File: config.mk
export PLATFORM = sky130hd
export DESIGN_NAME = lzc_share_arbiter
export DESIGN_NICKNAME = d
export VERILOG_FILES = /design/src/rtl/lzc_share_arbiter.sv
export SDC_FILE = /design/constraint.sdc
export NUM_CORES = 1
export LEC_CHECK = 0
export ABC_CLOCK_PERIOD_IN_PS = 1540
export BUFFER_PORTS_ARGS = -buffer_cell sky130_fd_sc_hd__buf_4
export CORE_MARGIN = 1
export CORE_UTILIZATION = 40
export DETAILED_ROUTE_END_ITERATION = 10
export GPL_ROUTABILITY_DRIVEN = 1
export PLACE_DENSITY = 0.82
export SYNTH_ARGS = -nofsm -noshare
export SYNTH_HDL_FRONTEND = slang
export SYNTH_SLANG_ARGS = --single-unit
File: constraint.sdc
create_clock -name clk_i -period 1.54 [get_ports clk_i]
set_input_delay 0.308 -clock clk_i [delete_from_list [all_inputs] [get_ports clk_i]]
set_output_delay 0.308 -clock clk_i [all_outputs]
set_load 0.01 [all_outputs]
File: src/rtl/lzc_share_arbiter.sv
// Round-robin share of one external 32-bit LZC; accept in N, tagged response valid in N+2, one result per 2 cycles.
// Backpressure: response held stable while rsp_ready_i=0; no request is accepted until the response drains.
module lzc_share_arbiter #(
    parameter int NUM_REQ = 2,
    parameter int ID_W    = (NUM_REQ > 1) ? $clog2(NUM_REQ) : 1
) (
    input  logic                  clk_i,
    input  logic                  rst_i,
    input  logic [NUM_REQ-1:0]    req_valid_i,
    input  logic [NUM_REQ*32-1:0] req_data_i,
    output logic [NUM_REQ-1:0]    req_ready_o,
    output logic                  rsp_valid_o,
    input  logic                  rsp_ready_i,
    output logic [ID_W-1:0]       rsp_id_o,
    output logic [4:0]            rsp_index_o,
    output logic                  rsp_zero_o,
    output logic [31:0]           lzc_data_o,
    input  logic [4:0]            lzc_index_i,
    input  logic                  lzc_zero_i
);

    typedef enum logic [1:0] {
        IDLE = 2'd0,
        EVAL = 2'd1,
        RESP = 2'd2
    } state_t;

    state_t            state;
    state_t            next_state;
    logic [ID_W-1:0]   ptr;
    logic [ID_W-1:0]   cur_id;
    logic [ID_W-1:0]   grant_id;
    logic              grant_found;
    logic              accept;
    logic [31:0]       grant_data;

    // Round-robin search starting one past the last granted requester.
    always_comb begin
        int k;
        logic [ID_W-1:0] idx;
        grant_id    = '0;
        grant_found = 1'b0;
        k           = 0;
        idx         = '0;
        for (int i = 1; i <= NUM_REQ; i++) begin
            k = int'(ptr) + i;
            if (k >= NUM_REQ) k = k - NUM_REQ;
            idx = ID_W'(k);
            if (!grant_found && req_valid_i[idx]) begin
                grant_found = 1'b1;
                grant_id    = idx;
            end
        end
    end

    always_comb begin
        grant_data = '0;
        for (int i = 0; i < NUM_REQ; i++) begin
            if (ID_W'(i) == grant_id) grant_data = req_data_i[32*i +: 32];
        end
    end

    always_ff @(posedge clk_i or posedge rst_i) begin
        if (rst_i) state <= IDLE;
        else       state <= next_state;
    end

    always_comb begin
        next_state = state;
        case (state)
            IDLE:    if (accept) next_state = EVAL;
            EVAL:    next_state = RESP;
            RESP:    if (rsp_ready_i) next_state = accept ? EVAL : IDLE;
            default: next_state = IDLE;
        endcase
    end

    // Accept only while the response slot is free or being drained this cycle.
    always_comb begin
        accept      = !rst_i && grant_found &&
                      ((state == IDLE) || ((state == RESP) && rsp_ready_i));
        req_ready_o = accept ? (NUM_REQ'(1) << grant_id) : '0;
    end

    always_ff @(posedge clk_i or posedge rst_i) begin
        if (rst_i) begin
            ptr         <= ID_W'(NUM_REQ - 1);
            cur_id      <= '0;
            lzc_data_o  <= '0;
            rsp_valid_o <= 1'b0;
            rsp_id_o    <= '0;
            rsp_index_o <= '0;
            rsp_zero_o  <= 1'b0;
        end else begin
            if (accept) begin
                lzc_data_o <= grant_data;
                cur_id     <= grant_id;
                ptr        <= grant_id;
            end
            if (state == EVAL) begin
                rsp_index_o <= lzc_zero_i ? 5'd0 : lzc_index_i;
                rsp_zero_o  <= lzc_zero_i;
                rsp_id_o    <= cur_id;
                rsp_valid_o <= 1'b1;
            end else if ((state == RESP) && rsp_ready_i) begin
                rsp_valid_o <= 1'b0;
            end
        end
    end

endmodule

Word-level counts from Yosys, hierarchy flattened
Index checks and enable logic that the tools add are counted.
{ "word_totals": {"reg_bits": 44, "in_bits": 75} }
{ "classes": {"addsub": 4, "magnitude_cmp": 4, "eq_ne": 4, "shift": 1, "muxes": 19, "n_reduce_logical": 10} }
{ "op_table": {"columns": ["cell", "n"], "rows": [
  ["2-to-1 mux 32 bit", 1],
  ["2-to-1 mux 1 bit", 13],
  ["2-to-1 mux 2 bit", 3],
  ["one-hot mux 2 bit (3 select lines)", 1],
  ["2-to-1 mux 5 bit", 1],
  ["logical AND 1 bit", 4],
  ["< comparator 1 x 2 -> 1 bit, second input constant", 2],
  ["inequality test 2 bit, second input constant", 2],
  ["adder 1 x 2 -> 3 bit, second input constant", 1],
  [">= comparator 3 x 2 -> 1 bit, second input constant", 1],
  ["adder 1 x 1 -> 2 bit, second input constant", 1],
  ["equality test 2 x 1 -> 1 bit, second input constant", 1],
  ["equality test 2 bit, second input constant", 1],
  [">= comparator 2 bit, second input constant", 1],
  ["logical NOT 1 bit", 2],
  ["logical NOT 2 bit", 1],
  ["AND reduction 2 bit", 1],
  ["nonzero test 2 bit", 1],
  ["left shift 1 x 1 -> 2 bit, first input constant", 1],
  ["subtractor 1 bit, second input constant", 2],
  ["logical OR 1 bit", 1]
]} }

Longest topological paths before layout
Gate-level depths: netlist (run 1).
{ "depth": {"ltp_word": 14, "ltp_mapped": 5, "depth_no_buf": 3} }

Worst setup path after synthesis (run 1)
OpenSTA, ideal clock, no wires.
{ "synth_timing": {"path_type": "reg-to-output", "start": "register state[1]", "end": "output port req_ready_o[1]", "arrival_time_ps": 1275, "required_ps": 1232, "slack_ps": -43, "stages_incl_launch_ff": 3, "path_buffers": 0, "cell_sequence": "dfrtp_1 -> a2111oi_4 -> nor2b_1"} }
{ "synth_between": {"elab_chain_cells": 5, "word_cells_on_any_way": 6, "cone_classes": "eq/ne (1); mux (1); reduce/logical (4)"} }
{ "synth_rtl": {"columns": ["element", "line_no", "source"], "rows": [
  ["start, declared", "28", "state_t state;"],
  ["start signal, assigned", "65", "else state <= next_state;"],
  ["equality test 2 bit", "81", "((state == IDLE) || ((state == RESP) && rsp_ready_i));"],
  ["logical AND 1 bit", "81", null],
  ["logical OR 1 bit *", "81", null],
  ["logical AND 1 bit *", "80", "accept = !rst_i && grant_found &&"],
  ["2-to-1 mux 2 bit *", "82", "req_ready_o = accept ? (NUM_REQ'(1) << grant_id) : '0;"],
  ["end, declared", "11", "output logic [NUM_REQ-1:0] req_ready_o,"]
]} }
Every way passes the cells marked *; elsewhere a longest branch is shown, timed or not.

Worst setup path after layout (run 1)
Same ends and word-level chain as after synthesis.

==> flow_summary.ini, run 1 <==
[status]
status = finished with violations
failed_checks = negative setup slack

[placement]
dp_hpwl_mm = 4.10
dp.cells = 343
io_buffers = 116
gp_congestion = 0.724

[min_path]
min_path_type = in2async

[sta]
tightest_slew_ns = 0.398
period_share = 1.09
post-route-min-period_ns = 1.67
finalMaxSlewViolations = 0
slew_headroom = 0.734
hold_viol = 0
max_freq_mhz = 597
hold_ws_ns = 0.0805
setup_ws_ns = -0.135
rsz0062_at_grt = yes
finalSetupViolations = 2
fin_worst_skew_ns = 0.00908

[yosys]
ys_ff_latch = 44
synth-edff-count = 0
synth.distinct_cells = 21
synth_area_leaders = dfrtp_1, a2bb2oi_2, o32ai_1
synthArstFlopShare = 1.00
seq_area_frac_synth = 0.509
syn_area_sq_um = 2170
yosys.area_share.simple = 0.0410
synth_xor_area_frac = 0
synth_compound_area_frac = 0.383
synth_top_family_by_area = compound AO/OA/AOI/OAI gates
yosysMostFrequentCell = dfrtp_1
syn_nets = 237
syn_avg_cell_area_sq_um = 13.4
yosysWarnings = 0
yosysTopAreaCellShare = 0.497
synth_common_cells = dfrtp_1, o32ai_1, a2bb2oi_2
synthAdderAreaFrac = 0
yosys-mux-area-fraction = 0.0144
netlist_instances = 162
synthFlopType = dfrtp_1
synth_largest_area_cell = dfrtp_1

[global_routing]
grt_antenna_before_repair = 0
grt_start_max_net_pins = 45
globalRoute.totalOverflow = 0
track_usage = 0.204
grt_pass1_wl_mm = 8.56
grt_pass1_vias = 1874

[die]
core_sq_um = 5170
chipWidth_microns = 75.6
placementRows = 26
start_util = 0.419
die_area_sq_um = 5720
die_height_microns = 75.6
io_pins = 117

[detailed_routing]
postRouteAntennaNets = 0
routed_wl_mm = 5.90
firstDrtPassIters = 4
avgViaCountPerCell = 5.40
drcViolationCount = 0
vias = 1932
drt_first_iter_violations = 110
routedWlPerCell_microns = 16.5

[worst_setup_path]
regToRegSetupSlack_ns = 0.11
cp.arrival_ns = 1.37
cp_cell_sequence = a2111oi_4 > nor2b_2 > buf_4
path_class = reg2out
worst_setup_path_end_kind = output port
worstRegToRegCells = 5
reg2reg_from = state[1]$_DFFE_PP0P_
slowest_stage = dfrtp_1
crit_fanout = 3
slowest_delay_ns = 0.41
reg2reg_to = ptr$_DFFE_PP1N_
start_kind = flop
crit_buf_inv = 1
critPathRequiredTime_ns = 1.23
critPathTopFamily = flip-flops

[clock_tree]
hold_buffers = 0
cts-root-buf = clkbuf_8
clockBufferDepth = 2
cts-htree-levels = 2
cts.sinks = 44
cts_tree = yes
cts_buffers = 5
clk_pin_slew_ns = 0.09
worstSkewPairLatency_ns = 0.30

[pwr]
cellLeakagePower_uw = 0.00152
ir_drop_mv = 0.623
power.density_nw_per_um2 = 1290

[final_layout]
stdcell_count = 358
diodes = 0
drive_above_1_share = 0.628
syn_to_final_growth_pct = 59.2
nNetsFinal = 362

[job]
drv_cap = 0
[registers in the layout (all words and copies together) (netlist names)]
register	count
lzc_data_o	32
rsp_index_o	5
state	2
cur_id	1
ptr	1
rsp_id_o	1
rsp_valid_o	1
rsp_zero_o	1
[area by class of cell]
cell class | instances | area, sq um
Fill cell | 405 | 1720
Clock inverter | 2 | 35.0
Multi-Input combinational cell | 95 | 972
Inverter | 6 | 22.5
Timing Repair Buffer | 135 | 1160
Sequential cell | 44 | 1100
Clock buffer | 6 | 72.6
Tap cell | 70 | 87.6
[layout by cell type, fill, tap and decap left out, drive strengths merged]
master	count
nor2	1
a2111oi	1
nor2b	2
a2bb2oi	33
o32ai	32
mux2i	2
buf	132
bufinv	1
dfrtp	43
inv	6
and2	1
o21ai	7
mux2	1
clkinv	1
clkbuf	9
nand2	6
a21bo	1
nand2b	7
a211oi	1
dfstp	1
[report_power, final]
group	switching [uW]	internal (uW)	leakage, uW
combinational	737	1100	0.000966
sequential	238	1490	0.000494
clock	410	482	0.0000552
total	1390	3070	0.00152
[metal layers]
metal | global-route usage | vias up | routed length, microns
li1 | - | 893 | -
met1 | 0.237 | 954 | 2390
met2 | 0.364 | 79 | 3140
met3 | 0.0516 | 6 | 313
met4 | 0.0720 | 0 | 54
met5 | 0 | - | 0
[cell families (layout without fill, tap and decap cells)]
logic type / after synthesis / after routing
AO/OA/AOI/OAI: 75 / 75
buffers and inverters: 23 / 149
flip-flops: 44 / 44
multiplexers: 3 / 3
AND/OR/NAND/NOR: 17 / 17
[how the worst max path moves through the flow]
stage               cells after the start            startpoint            endpoint  slack (ns)
floorplan                               2  state[1]$_DFFE_PP0P_      req_ready_o[1]       -0.04
CTS                                     3  state[1]$_DFFE_PP0P_      req_ready_o[1]       -0.16
detailed placement                      5        req_valid_i[0]  cur_id$_DFFE_PP0N_      -0.005
finish                                  3  state[1]$_DFFE_PP0P_      req_ready_o[1]       -0.13
global route                            3  state[1]$_DFFE_PP0P_      req_ready_o[1]       -0.23
global placement                        5        req_valid_i[0]      req_ready_o[1]        0.02
[repair_timing]
action / CTS / global route
resized for setup: 6 / 4
setup endpoints to repair: 2 / 23
gates cloned: 0 / 3
setup buffers: 4 / 2
pin swaps: 2 / 0
[tightest hold or removal path: stages]
cell	delay, ns
buf_4	0.14
inv_2	0.07
buf_12	0.25
[metrics by stage]
stage	TNS, ns	total power (uW)	cell area (sq um)	setup slack [ns]	util
3_3_place_gp	0	3460	3200	0.0202	0.619
6_report	-0.243	4450	3450	-0.135	0.667
2_1_floorplan	-0.0533	2640	2170	-0.0428	-
5_1_grt	-0.446	4690	3450	-0.228	0.667
3_5_place_dp	-0.00501	3510	3200	-0.00501	0.619
4_1_cts	-0.287	4420	3360	-0.157	0.650
Power figures use the tool's default switching activity.
==> run 2, diff against run 1 <==
- GPL_TIMING_DRIVEN: default -> 0
==> flow_summary.ini, run 2 (synthesis gave the netlist of run 1 again) <==
[status]
status = finished with violations
failed_checks = negative setup slack

[worst_setup_path]
cp_cell_sequence = a2111oi_4 > nor2b_2 > buf_4
worst_setup_path_end_kind = output port
slowest_delay_ns = 0.42
cp.arrival_ns = 1.38
start_kind = flop
crit_fanout = 3
slowest_stage = dfrtp_1
path_class = reg2out
critPathRequiredTime_ns = 1.23

[sta]
finalMaxSlewViolations = 0
post-route-min-period_ns = 1.69
period_share = 1.10
hold_ws_ns = 0.0574
tightest_slew_ns = 0.674
max_freq_mhz = 592
fin_worst_skew_ns = 0.00508
finalSetupViolations = 32
setup_ws_ns = -0.149
finalSetupTns_ns = -2.52
slew_headroom = 0.548
hold_viol = 0
rsz0062_at_grt = yes

[detailed_routing]
routed_wl_mm = 5.73
postRouteAntennaNets = 0
firstDrtPassIters = 4
drcViolationCount = 0
drt_first_iter_violations = 73
routedWlPerCell_microns = 15.9
vias = 1932
avgViaCountPerCell = 5.37

[die]
placementRows = 26
start_util = 0.419
die_area_sq_um = 5720
core_sq_um = 5170
chipWidth_microns = 75.6
io_pins = 117
die_height_microns = 75.6

[clock_tree]
hold_buffers = 0
clk_pin_slew_ns = 0.08
cts_tree = yes
clockBufferDepth = 2
cts.sinks = 44
worstSkewPairLatency_ns = 0.29
cts-htree-levels = 2
cts_buffers = 5
cts-root-buf = clkbuf_8

[pwr]
cellLeakagePower_uw = 0.00144
power.density_nw_per_um2 = 1280
ir_drop_mv = 0.545

[global_routing]
grt_pass1_vias = 1867
track_usage = 0.204
grt_antenna_before_repair = 0
globalRoute.totalOverflow = 0
grt_start_max_net_pins = 26
grt_pass1_wl_mm = 8.71

[placement]
io_buffers = 116
dp_hpwl_mm = 4.23
dp_worst_setup_slack_ns = -0.321
dp.cells = 349
gp_congestion = 0.652

[final_layout]
largest-register = lzc_data_o
final_cell_mix = buf_4, dfrtp_1, o32ai_1
largest_register_ffs = 32
top_regs = lzc_data_o x32, rsp_index_o x5, state x2
nNetsFinal = 364
stdcell_count = 360
diodes = 0
syn_to_final_growth_pct = 51.4
drive_above_1_share = 0.590
fin_util = 0.634
mostFrequentLayoutCell = buf_4

[min_path]
min_path_type = in2async

[job]
drv_cap = 0
-- run 2: report_power, final --
group	switching, uW	total, uW	internal (uW)
clock	383	749	366
sequential	230	1720	1490
combinational	712	1720	1010
total	1320	4190	2870
-- run 2: area by class of cell --
cell class                 instances  area, sq um
tap                               70         87.6
clock buffer                       8         90.1
inverter                           6         22.5
timing repair buffer             121          921
fill                             419         1890
multi-input combinational         95          960
buffer                            16         97.6
sequential                        44         1100
-- run 2: final timing paths --
kind	start	end	cells after the start	slack, ns
setup reg to reg	state[1]$_DFFE_PP0P_	lzc_data_o[20]$_DFFE_PP0N_	3	-0.10
min in group clk_i	rsp_ready_i	state[1]$_DFFE_PP0P_	2	0.24
hold / removal	rst_i	lzc_data_o[19]$_DFFE_PP0N_	2	0.06
hold reg to reg	rsp_index_o[3]$_DFFE_PP0P_	rsp_index_o[3]$_DFFE_PP0P_	2	0.48
max in group asynchronous	rst_i	ptr$_DFFE_PP1N_	3	0.92
setup / recovery	state[1]$_DFFE_PP0P_	req_ready_o[1]	3	-0.15
-- run 2: what timing repair did --
action,in CTS,in global routing
hold endpoints to repair,0,0
cloned,0,0
buffers inserted,4,0
setup endpoints to repair,32,32
resized for setup,4,1
pin swaps,2,2
-- run 2: metal layers --
| layer | routed length [microns] | global-route usage | up-vias |
|---|---|---|---|
| met2 | 2850 | 0.343 | 76 |
| met4 | 82 | 0.0658 | 0 |
| met3 | 396 | 0.0608 | 9 |
| met5 | 0 | 0 | - |
| li1 | - | - | 899 |
| met1 | 2400 | 0.253 | 948 |
-- run 2: per-stage QoR --
step | instance area, sq um | total power, uW
finish | 3280 | 4190
global route | 3280 | 4450
CTS | 3280 | 4230
detailed placement | 3150 | 3460
global placement | 3130 | 3400
floorplan | 2170 | 2640
-- run 2: worst max-delay path, delay by kind of cell (launching register included) --
family | cells | cell delay, ns
DFF | 1 | 0.42
AOI/OAI and AO/OA | 1 | 0.35
buffers and inverters | 1 | 0.12
and+or+nand+nor | 1 | 0.20
